**config.mk**
```make
export PLATFORM = sky130hd
export DESIGN_NAME = mips_run_ctrl
export DESIGN_NICKNAME = d
export VERILOG_FILES = /design/src/rtl/mips_defs.sv /design/src/rtl/spin_detector.sv /design/src/rtl/mips_run_ctrl.sv
export SDC_FILE = /design/constraint.sdc
export NUM_CORES = 1
export LEC_CHECK = 0
export ABC_AREA = 1
export BUFFER_PORTS_ARGS = -buffer_cell sky130_fd_sc_hd__buf_4
export CORE_UTILIZATION = 40
export CTS_CLUSTER_DIAMETER = 40
export DETAILED_ROUTE_END_ITERATION = 7
export GPL_TIMING_DRIVEN = 0
export SYNTH_ARGS = -nofsm -noshare
export SYNTH_HDL_FRONTEND = slang
export SYNTH_SLANG_ARGS = --single-unit
```
**constraint.sdc**
```tcl
create_clock -name clk -period 2.4 [get_ports clk]
set_input_delay 0.48 -clock clk [delete_from_list [all_inputs] [get_ports clk]]
set_output_delay 0.48 -clock clk [all_outputs]
set_load 0.01 [all_outputs]
```
**src/rtl/mips_defs.sv**
```systemverilog
// Shared definitions for the mips run/reset controller and the cores that reuse its pieces.
// State encodings, halt-cause codes and the halt-priority helper.
package mips_defs;

    typedef logic [1:0] state_t;
    typedef logic [1:0] halt_cause_t;

    localparam state_t ST_HOLD = 2'd0;
    localparam state_t ST_RUN  = 2'd1;
    localparam state_t ST_STEP = 2'd2;
    localparam state_t ST_HALT = 2'd3;

    localparam halt_cause_t HC_NONE   = 2'd0;
    localparam halt_cause_t HC_SPIN   = 2'd1;
    localparam halt_cause_t HC_BUDGET = 2'd2;
    localparam halt_cause_t HC_EXT    = 2'd3;

    // External stop outranks spin, which outranks the cycle budget.
    function automatic halt_cause_t halt_cause_pick(input logic ext, input logic spin,
                                                    input logic budget);
        halt_cause_t cause;
        cause = HC_NONE;
        if (ext) begin
            cause = HC_EXT;
        end else if (spin) begin
            cause = HC_SPIN;
        end else if (budget) begin
            cause = HC_BUDGET;
        end
        return cause;
    endfunction

endpackage

```
**src/rtl/spin_detector.sv**
```systemverilog
// Flags a PC that stays unchanged for SPIN_LIMIT executed cycles after its first occurrence.
// spin_hit is combinational in the executing cycle; state only advances when exec is high.
module spin_detector
    import mips_defs::*;
#(
    parameter int SPIN_LIMIT = 8,
    parameter int PC_W       = 32
) (
    input  logic            clk,
    input  logic            reset,
    input  logic            exec,
    input  logic [PC_W-1:0] pc,
    output logic            spin_hit
);

    localparam int SC_W = (SPIN_LIMIT > 0) ? $clog2(SPIN_LIMIT + 1) : 1;
    localparam bit SPIN_EN = (SPIN_LIMIT != 0);
    localparam logic [SC_W-1:0] SPIN_TGT = (SPIN_LIMIT > 0) ? SC_W'(SPIN_LIMIT - 1) : '0;

    logic [PC_W-1:0] pc_prev_q;
    logic [PC_W-1:0] pc_prev_d;
    logic            pc_prev_vld_q;
    logic            pc_prev_vld_d;
    logic [SC_W-1:0] same_cnt_q;
    logic [SC_W-1:0] same_cnt_d;
    logic            pc_match;

    assign pc_match = pc_prev_vld_q && (pc == pc_prev_q);
    assign spin_hit = SPIN_EN && exec && pc_match && (same_cnt_q == SPIN_TGT);

    always_comb begin
        pc_prev_d     = pc_prev_q;
        pc_prev_vld_d = pc_prev_vld_q;
        same_cnt_d    = same_cnt_q;
        if (exec) begin
            pc_prev_d     = pc;
            pc_prev_vld_d = 1'b1;
            // Saturate so a disabled detector never wraps back into a false run.
            if (pc_match) begin
                if (same_cnt_q != '1) begin
                    same_cnt_d = same_cnt_q + SC_W'(1);
                end
            end else begin
                same_cnt_d = '0;
            end
        end
    end

    always_ff @(posedge clk) begin
        if (!reset) begin
            pc_prev_q     <= '0;
            pc_prev_vld_q <= 1'b0;
            same_cnt_q    <= '0;
        end else begin
            pc_prev_q     <= pc_prev_d;
            pc_prev_vld_q <= pc_prev_vld_d;
            same_cnt_q    <= same_cnt_d;
        end
    end

endmodule

```
**src/rtl/mips_run_ctrl.sv**
```systemverilog
// Run/reset controller for the single-cycle core: timed reset, clock-enable, step mode, halt detection.
// First executed cycle RST_CYCLES+1 cycles after reset release; step_pulse gates cpu_ce combinationally.
module mips_run_ctrl
    import mips_defs::*;
#(
    parameter int RST_CYCLES = 4,
    parameter int MAX_CYCLES = 100000,
    parameter int SPIN_LIMIT = 8,
    parameter int CNT_W      = 32,
    parameter int PC_W       = 32
) (
    input  logic             clk,
    input  logic             reset,
    input  logic [PC_W-1:0]  pc,
    input  logic             step_mode,
    input  logic             step_pulse,
    input  logic             halt_req,
    output logic             cpu_rst,
    output logic             cpu_ce,
    output logic [CNT_W-1:0] cycle_cnt,
    output logic             halted,
    output logic [1:0]       halt_cause
);

    localparam int HOLD_W = (RST_CYCLES > 1) ? $clog2(RST_CYCLES) : 1;
    localparam logic [HOLD_W-1:0] HOLD_LAST = HOLD_W'(RST_CYCLES - 1);
    localparam bit BUDGET_EN = (MAX_CYCLES != 0);
    localparam logic [63:0] BUDGET_LAST = (MAX_CYCLES > 0) ? 64'(MAX_CYCLES - 1) : 64'd0;

    state_t            state_q;
    state_t            state_d;
    logic [HOLD_W-1:0] hold_cnt_q;
    logic [HOLD_W-1:0] hold_cnt_d;
    logic [CNT_W-1:0]  cycle_cnt_q;
    logic [CNT_W-1:0]  cycle_cnt_d;
    halt_cause_t       halt_cause_q;
    halt_cause_t       halt_cause_d;

    logic exec;
    logic spin_hit;
    logic budget_hit;
    logic any_halt;

    assign cpu_rst    = (state_q == ST_HOLD);
    assign cpu_ce     = (state_q == ST_HOLD) || (state_q == ST_RUN)
                     || ((state_q == ST_STEP) && step_pulse);
    assign halted     = (state_q == ST_HALT);
    assign cycle_cnt  = cycle_cnt_q;
    assign halt_cause = halt_cause_q;

    // HOLD also drives cpu_ce so the core sees its reset, but that is not an executed cycle.
    assign exec       = cpu_ce && ((state_q == ST_RUN) || (state_q == ST_STEP));
    assign budget_hit = BUDGET_EN && exec && (64'(cycle_cnt_q) == BUDGET_LAST);
    assign any_halt   = halt_req || spin_hit || budget_hit;

    spin_detector #(
        .SPIN_LIMIT (SPIN_LIMIT),
        .PC_W       (PC_W)
    ) u_spin (
        .clk      (clk),
        .reset    (reset),
        .exec     (exec),
        .pc       (pc),
        .spin_hit (spin_hit)
    );

    always_comb begin
        state_d      = state_q;
        hold_cnt_d   = hold_cnt_q;
        cycle_cnt_d  = cycle_cnt_q;
        halt_cause_d = halt_cause_q;
        case (state_q)
            ST_HOLD: begin
                hold_cnt_d = hold_cnt_q + HOLD_W'(1);
                if (hold_cnt_q == HOLD_LAST) begin
                    state_d = step_mode ? ST_STEP : ST_RUN;
                end
            end
            ST_RUN, ST_STEP: begin
                if (exec && (cycle_cnt_q != '1)) begin
                    cycle_cnt_d = cycle_cnt_q + CNT_W'(1);
                end
                // The halting cycle itself still executes and is counted above.
                if (any_halt) begin
                    state_d      = ST_HALT;
                    halt_cause_d = halt_cause_pick(halt_req, spin_hit, budget_hit);
                end else begin
                    state_d = step_mode ? ST_STEP : ST_RUN;
                end
            end
            default: begin
                state_d = ST_HALT;
            end
        endcase
    end

    always_ff @(posedge clk) begin
        if (!reset) begin
            state_q      <= ST_HOLD;
            hold_cnt_q   <= '0;
            cycle_cnt_q  <= '0;
            halt_cause_q <= HC_NONE;
        end else begin
            state_q      <= state_d;
            hold_cnt_q   <= hold_cnt_d;
            cycle_cnt_q  <= cycle_cnt_d;
            halt_cause_q <= halt_cause_d;
        end
    end

endmodule

```
# Word level (Yosys, flattened, before mapping)
# Cells that the tools add are included.
# totals
regBits	75
inputBits	37
out_inout_bits	37
elab_cells	47
# classes
addsub	3
eq_ne	11
n_mux	9
n_reduce_logical	17
# op_table
operator	n
adder 32 x 1 -> 32 bit, second input constant	1
== test 32 x 17 -> 1 bit, second input constant	1
== test 32 bit	1
inequality test 32 bit, second input constant	1
2-to-1 mux 2 bit	6
2-to-1 mux 4 bit	2
logical AND 1 bit	7
== test 2 bit, second input constant	3
AND reduction 2 bit	3
logical OR 1 bit	5
adder 4 x 1 -> 4 bit, second input constant	1
== test 4 x 3 -> 1 bit, second input constant	1
inequality test 4 bit, second input constant	1
one-hot mux 2 bit (2 select lines)	1
adder 2 x 1 -> 2 bit, second input constant	1
== test 2 x 1 -> 1 bit, second input constant	1
logical NOT 2 bit	1
inequality test 2 x 1 -> 1 bit, second input constant	1
inequality test 2 bit, second input constant	1
OR reduction 2 bit	1

# Depth between registers and ports, before layout
# depth
depth_word	10
ltp_mapped	15
depth_no_buf	15

# By module
# From an unflattened synthesis, not the netlist that was laid out.
# unflattened
cells_unflattened	788
area_unflattened_um2	4754.6
# modules_own_cells
mod	instances	cells_each	area_per_inst_um2	seq_area_each_um2
mips_run_ctrl	1	422	2573.7	760.7
spin_detector	1	366	2180.8	740.7

# Least setup slack after synthesis
# No wires, ideal clock.
# synth_path
path_kind	register to register
from	register cycle_cnt_q[0], in the netlist cycle_cnt[0]
to	register cycle_cnt_q[22], in the netlist cycle_cnt[22]
setup_time_ns	0.115
arrival_ns	1.747
t_required_ns	2.285
slack_ns	0.538
stages_incl_launch_ff	13
path_buffers	2
period_less_slack_ns	1.862
path_cell_list	dfxtp_1 -> ha_1 -> nand2_1 -> nor3_4 -> nand2_2 -> nor2_1 -> nand2_1 -> nand2_4 -> inv_2 -> buf_6 -> buf_6 -> a21oi_1 -> nor2_1
# synth_between
elab_chain_len	3
elab_cells_between_ends	4
classes_between	1 x add/sub; 1 x eq/ne; 2 x reduce/logical
# synth_rtl
element	line	rtl
start, declared	mips_run_ctrl.sv:34	logic [CNT_W-1:0] cycle_cnt_q;
start signal, assigned	mips_run_ctrl.sv:106	cycle_cnt_q <= cycle_cnt_d;
parallel branches: the longest is 3 deep, another holds adder 32 x 1 -> 32 bit	--	
# Parallel ways; which one is timed is not known.
# A chain may end at the register's enable or synchronous reset.

# Worst setup path after layout
# layout_path
from	register state_q[0]
to	register u_spin.pc_prev_vld_q
# layout_between
elab_chain_len	4
elab_cells_between_ends	8
classes_between	2 x eq/ne; 6 x reduce/logical
# layout_rtl
element	line	rtl
start, declared	mips_run_ctrl.sv:30	state_t state_q;
start signal, assigned	mips_run_ctrl.sv:104	state_q <= state_d;
== test 2 x 1 -> 1 bit (tied with other cells)	mips_run_ctrl.sv:45, mips_run_ctrl.sv:52	
logical OR 1 bit / logical AND 1 bit (equally long branches)	mips_run_ctrl.sv:45, mips_run_ctrl.sv:46	
logical OR 1 bit	mips_run_ctrl.sv:46	|| ((state_q == ST_STEP) && step_pulse);
logical AND 1 bit *	mips_run_ctrl.sv:52	assign exec = cpu_ce && ((state_q == ST_RUN) || (state_q == ST_STEP));
end signal, assigned	spin_detector.sv:56	pc_prev_vld_q <= pc_prev_vld_d;
end, declared	spin_detector.sv:22	logic pc_prev_vld_q;
# Mark *: on every way between the ends. The rest lies on a longest branch, timed or not.

==> out/summary.txt <==
=================================================================================
Shortest period the worst path allows                                     2.15 ns
Startpoint type of the worst setup path                                 flip-flop
TritonCTS Sinks                                                                75
Buffers inserted during post-CTS setup optimization                             0
Mean routed wirelength per cell                                           13.5 um
Number of max-capacitance violations reported                                   0
Run status                                                           complete, no violations
Number of clock buffers inserted by TritonCTS                                   9
Clock root buffer                                                    sky130_fd_sc_hd__clkbuf_8
Slew Viols, Final                                                               0
Largest net degree at the start of global routing                              13
H-tree level count                                                              3
Worst skew pair latency                                                   0.37 ns
Top library cells by usage in the layout, fill and taps aside        sky130_fd_sc_hd__nand2_1 (158), sky130_fd_sc_hd__inv_1 (102), sky130_fd_sc_hd__nor2_1 (88)
Worst Setup End Kind                                                    flip-flop
Vias in the first global route                                              4,170
Syn Std Cell Area                                                       4230 um^2
Vias per std cell                                                            4.97
Final estimated routing congestion in global placement                      0.911
Worst VDD drop                                                           0.339 mV
Critical path's slowest cell                                         sky130_fd_sc_hd__clkbuf_1
CP cell instances                                                    inv_1 > ha_1 > nor2_1 > nand2_1 > nand2_1 > clkbuf_1 > clkbuf_2 > a21oi_1
Worst setup path class                                               flip-flop to flip-flop
Floorplan die area                                                    11,000 um^2
NumNets Final                                                                 801
Fillcell total                                                              1,079
I/O pin cnt                                                                    74
Fraction of the yosys area taken by sequential cells                        0.355
Count of hold buffers inserted by post-cts repair                               0
Top cells by area, synth                                             sky130_fd_sc_hd__dfxtp_1 (35%), sky130_fd_sc_hd__nand2_1 (14%), sky130_fd_sc_hd__inv_1 (9.1%)
Router iterations before antenna repair                                         4
Worst-path fanout max                                                          10
Share of the core filled with cells in the final layout                     0.507
Post-route clock period utilization                                         0.894
Longest Clk Path Bufs                                                           2
Hold Fails Final Rpt                                                            0
Final worst clock skew                                                  0.0138 ns
Number of nets with antenna violations after detailed routing                   0
Global-route wire length before repair                                  20,000 um
Total power density per cell area                                     868 nW/um^2
Total routing resource utilization after global routing                     0.229
TritonCTS clock tree                                                        built
Design Area, Final                                                      5210 um^2
Post-detailed-route DRC marker count                                            0
Site Rows                                                                      37
Count of cell types in the netlist                                             31
Inserted Diodes                                                                 0
Wire length after detailed routing                                      12,200 um
Warning count from the yosys run                                                0
Synth-to-Final Area Change                                                  23.1%
Worst hold path type                                                 primary input to flip-flop
Synth Register Bits                                                            75
Die boundary width                                                         105 um
Max incr delay on CP                                                      0.43 ns
Core area                                                             10,300 um^2
Post-Syn Nets                                                                 717
Total setup violations reported at the end of the flow                          0
Headroom to the max-slew limit                                              0.626
Number of antenna violations at the first check in global routing               0
Die H                                                                      105 um
Hold_ws                                                                  0.391 ns
Maximum clock rate                                                        466 MHz
Most Frequent Cell on Critical Path                                  sky130_fd_sc_hd__nand2_1
Routed vias                                                                 4,461
Post-synthesis cell type with the largest combined area              sky130_fd_sc_hd__dfxtp_1
Starting DRT DRC Count                                                        174
Clock-pin slew on the worst setup and hold paths                          0.09 ns
Static leakage power                                                   0.00226 uW
Standard cell area after detailed placement                             4950 um^2
Initial Utilization                                                         0.412
Transition time at the pin with the least slew margin                    0.561 ns
Unrepaired setup endpoints after global routing                                no
Cell count after synthesis                                                    673
Buf+Inv Stages, Crit Path                                                       3
Final HPWL DP                                                             9350 um
Sum Neg Setup Slack                                                          0 ns
Mean area per synthesized cell                                          6.29 um^2
Delay-heaviest family, CP                                            buffers and inverters
Port bufs                                                                      73
Fraction of final layout cells sized beyond drive strength 1                0.145
Data arrival at the endpoint of the critical path                         2.37 ns
Commonest non-fill, non-tap cell in the layout                       sky130_fd_sc_hd__nand2_1
Congestion Overflow GR                                                          0
Portion of synthesized cell area occupied by the leading cell type          0.355
CP required                                                               2.62 ns
=================================================================================
## worst register-to-register path, stage by stage, from the launching register on
cell and delay [ns]:
sky130_fd_sc_hd__dfxtp_1 0.38, sky130_fd_sc_hd__inv_1 0.08, sky130_fd_sc_hd__ha_1 0.27, sky130_fd_sc_hd__nor2_1 0.12, sky130_fd_sc_hd__nand2_1 0.08, sky130_fd_sc_hd__nand2_1 0.23, sky130_fd_sc_hd__clkbuf_1 0.43, sky130_fd_sc_hd__clkbuf_2 0.33
sky130_fd_sc_hd__a21oi_1 0.10
## registers in the layout, indices dropped and copies added (netlist names)
name                  cells
hold_cnt_q                2
u_spin.pc_prev_q         32
cycle_cnt                32
u_spin.pc_prev_vld_q      1
u_spin.same_cnt_q         4
halt_cause                2
state_q                   2
## power breakdown
group          leakage [uW]  switching [uW]  internal [uW]
registers          0.000612             122           1470
clock network      0.000122             495            742
logic               0.00153            1100            587
total               0.00226            1720           2800
## logic make-up after synthesis
kind of cell / after synthesis / synth area share
AOI/OAI and AO/OA: 119 / 0.143
xor gates and xnor gates: 12 / 0.0248
DFF: 75 / 0.355
adders and majority gates: 7 / 0.0207
and+or+nand+nor: 338 / 0.344
buffers and inverters: 122 / 0.113
## final timing paths
path / start / to / slack (ns) / cells after the start
setup / recovery: state_q[0]$_SDFFE_PN0P_ / u_spin.pc_prev_vld_q$_SDFFE_PN0P_ / 0.25 / 8
hold / removal: pc[21] / u_spin.pc_prev_q[21]$_SDFFE_PN0P_ / 0.39 / 3
setup reg to reg: state_q[0]$_SDFFE_PN0P_ / u_spin.pc_prev_vld_q$_SDFFE_PN0P_ / 0.25 / 8
hold reg to reg: u_spin.pc_prev_q[9]$_SDFFE_PN0P_ / u_spin.pc_prev_q[9]$_SDFFE_PN0P_ / 0.47 / 2
## through the flow
step,power [uW],std cells,setup WS (ns)
after floorplan,2740,673,0.538
after detailed placement,3290,882,0.134
final,4520,897,0.254
after global placement,3250,882,0.180
after CTS,4520,897,0.123
after global routing,4820,897,0.00361
## Yosys cell counts (all sizes together)
library cell,number
nor3,30
a31oi,1
a21boi,1
buf,5
dfxtp,75
nor3b,6
o31ai,1
o21ai,57
xnor2,6
a21oi,58
ha,7
nand3,28
a211oi,1
nand4,17
clkbuf,12
inv,105
or2,4
nor4,1
xor2,6
nor2,91
nand2,161
## layer usage
metal  GRT usage  wire (um)
met1       0.303       5630
met2       0.385       5590
met3      0.0256        686
met4      0.0795        245
met5           0          0
## layout make-up
cell class	instances	area, um^2	area share
clock inverter	4	97.6	0.0187
clock buffer	11	151	0.0291
multi-input combinational	476	2260	0.433
tap	136	170	0.0327
timing repair buffer	73	548	0.105
buffer	17	90.1	0.0173
inverter	105	394	0.0756
sequential	75	1500	0.288
## timing repair
item | in CTS | in global routing
gates resized for setup | 0 | 8
hold endpoints to repair | 0 | 0
endpoints found under the setup margin | 0 | 23
No activity file was read; power rests on OpenSTA's default activity.
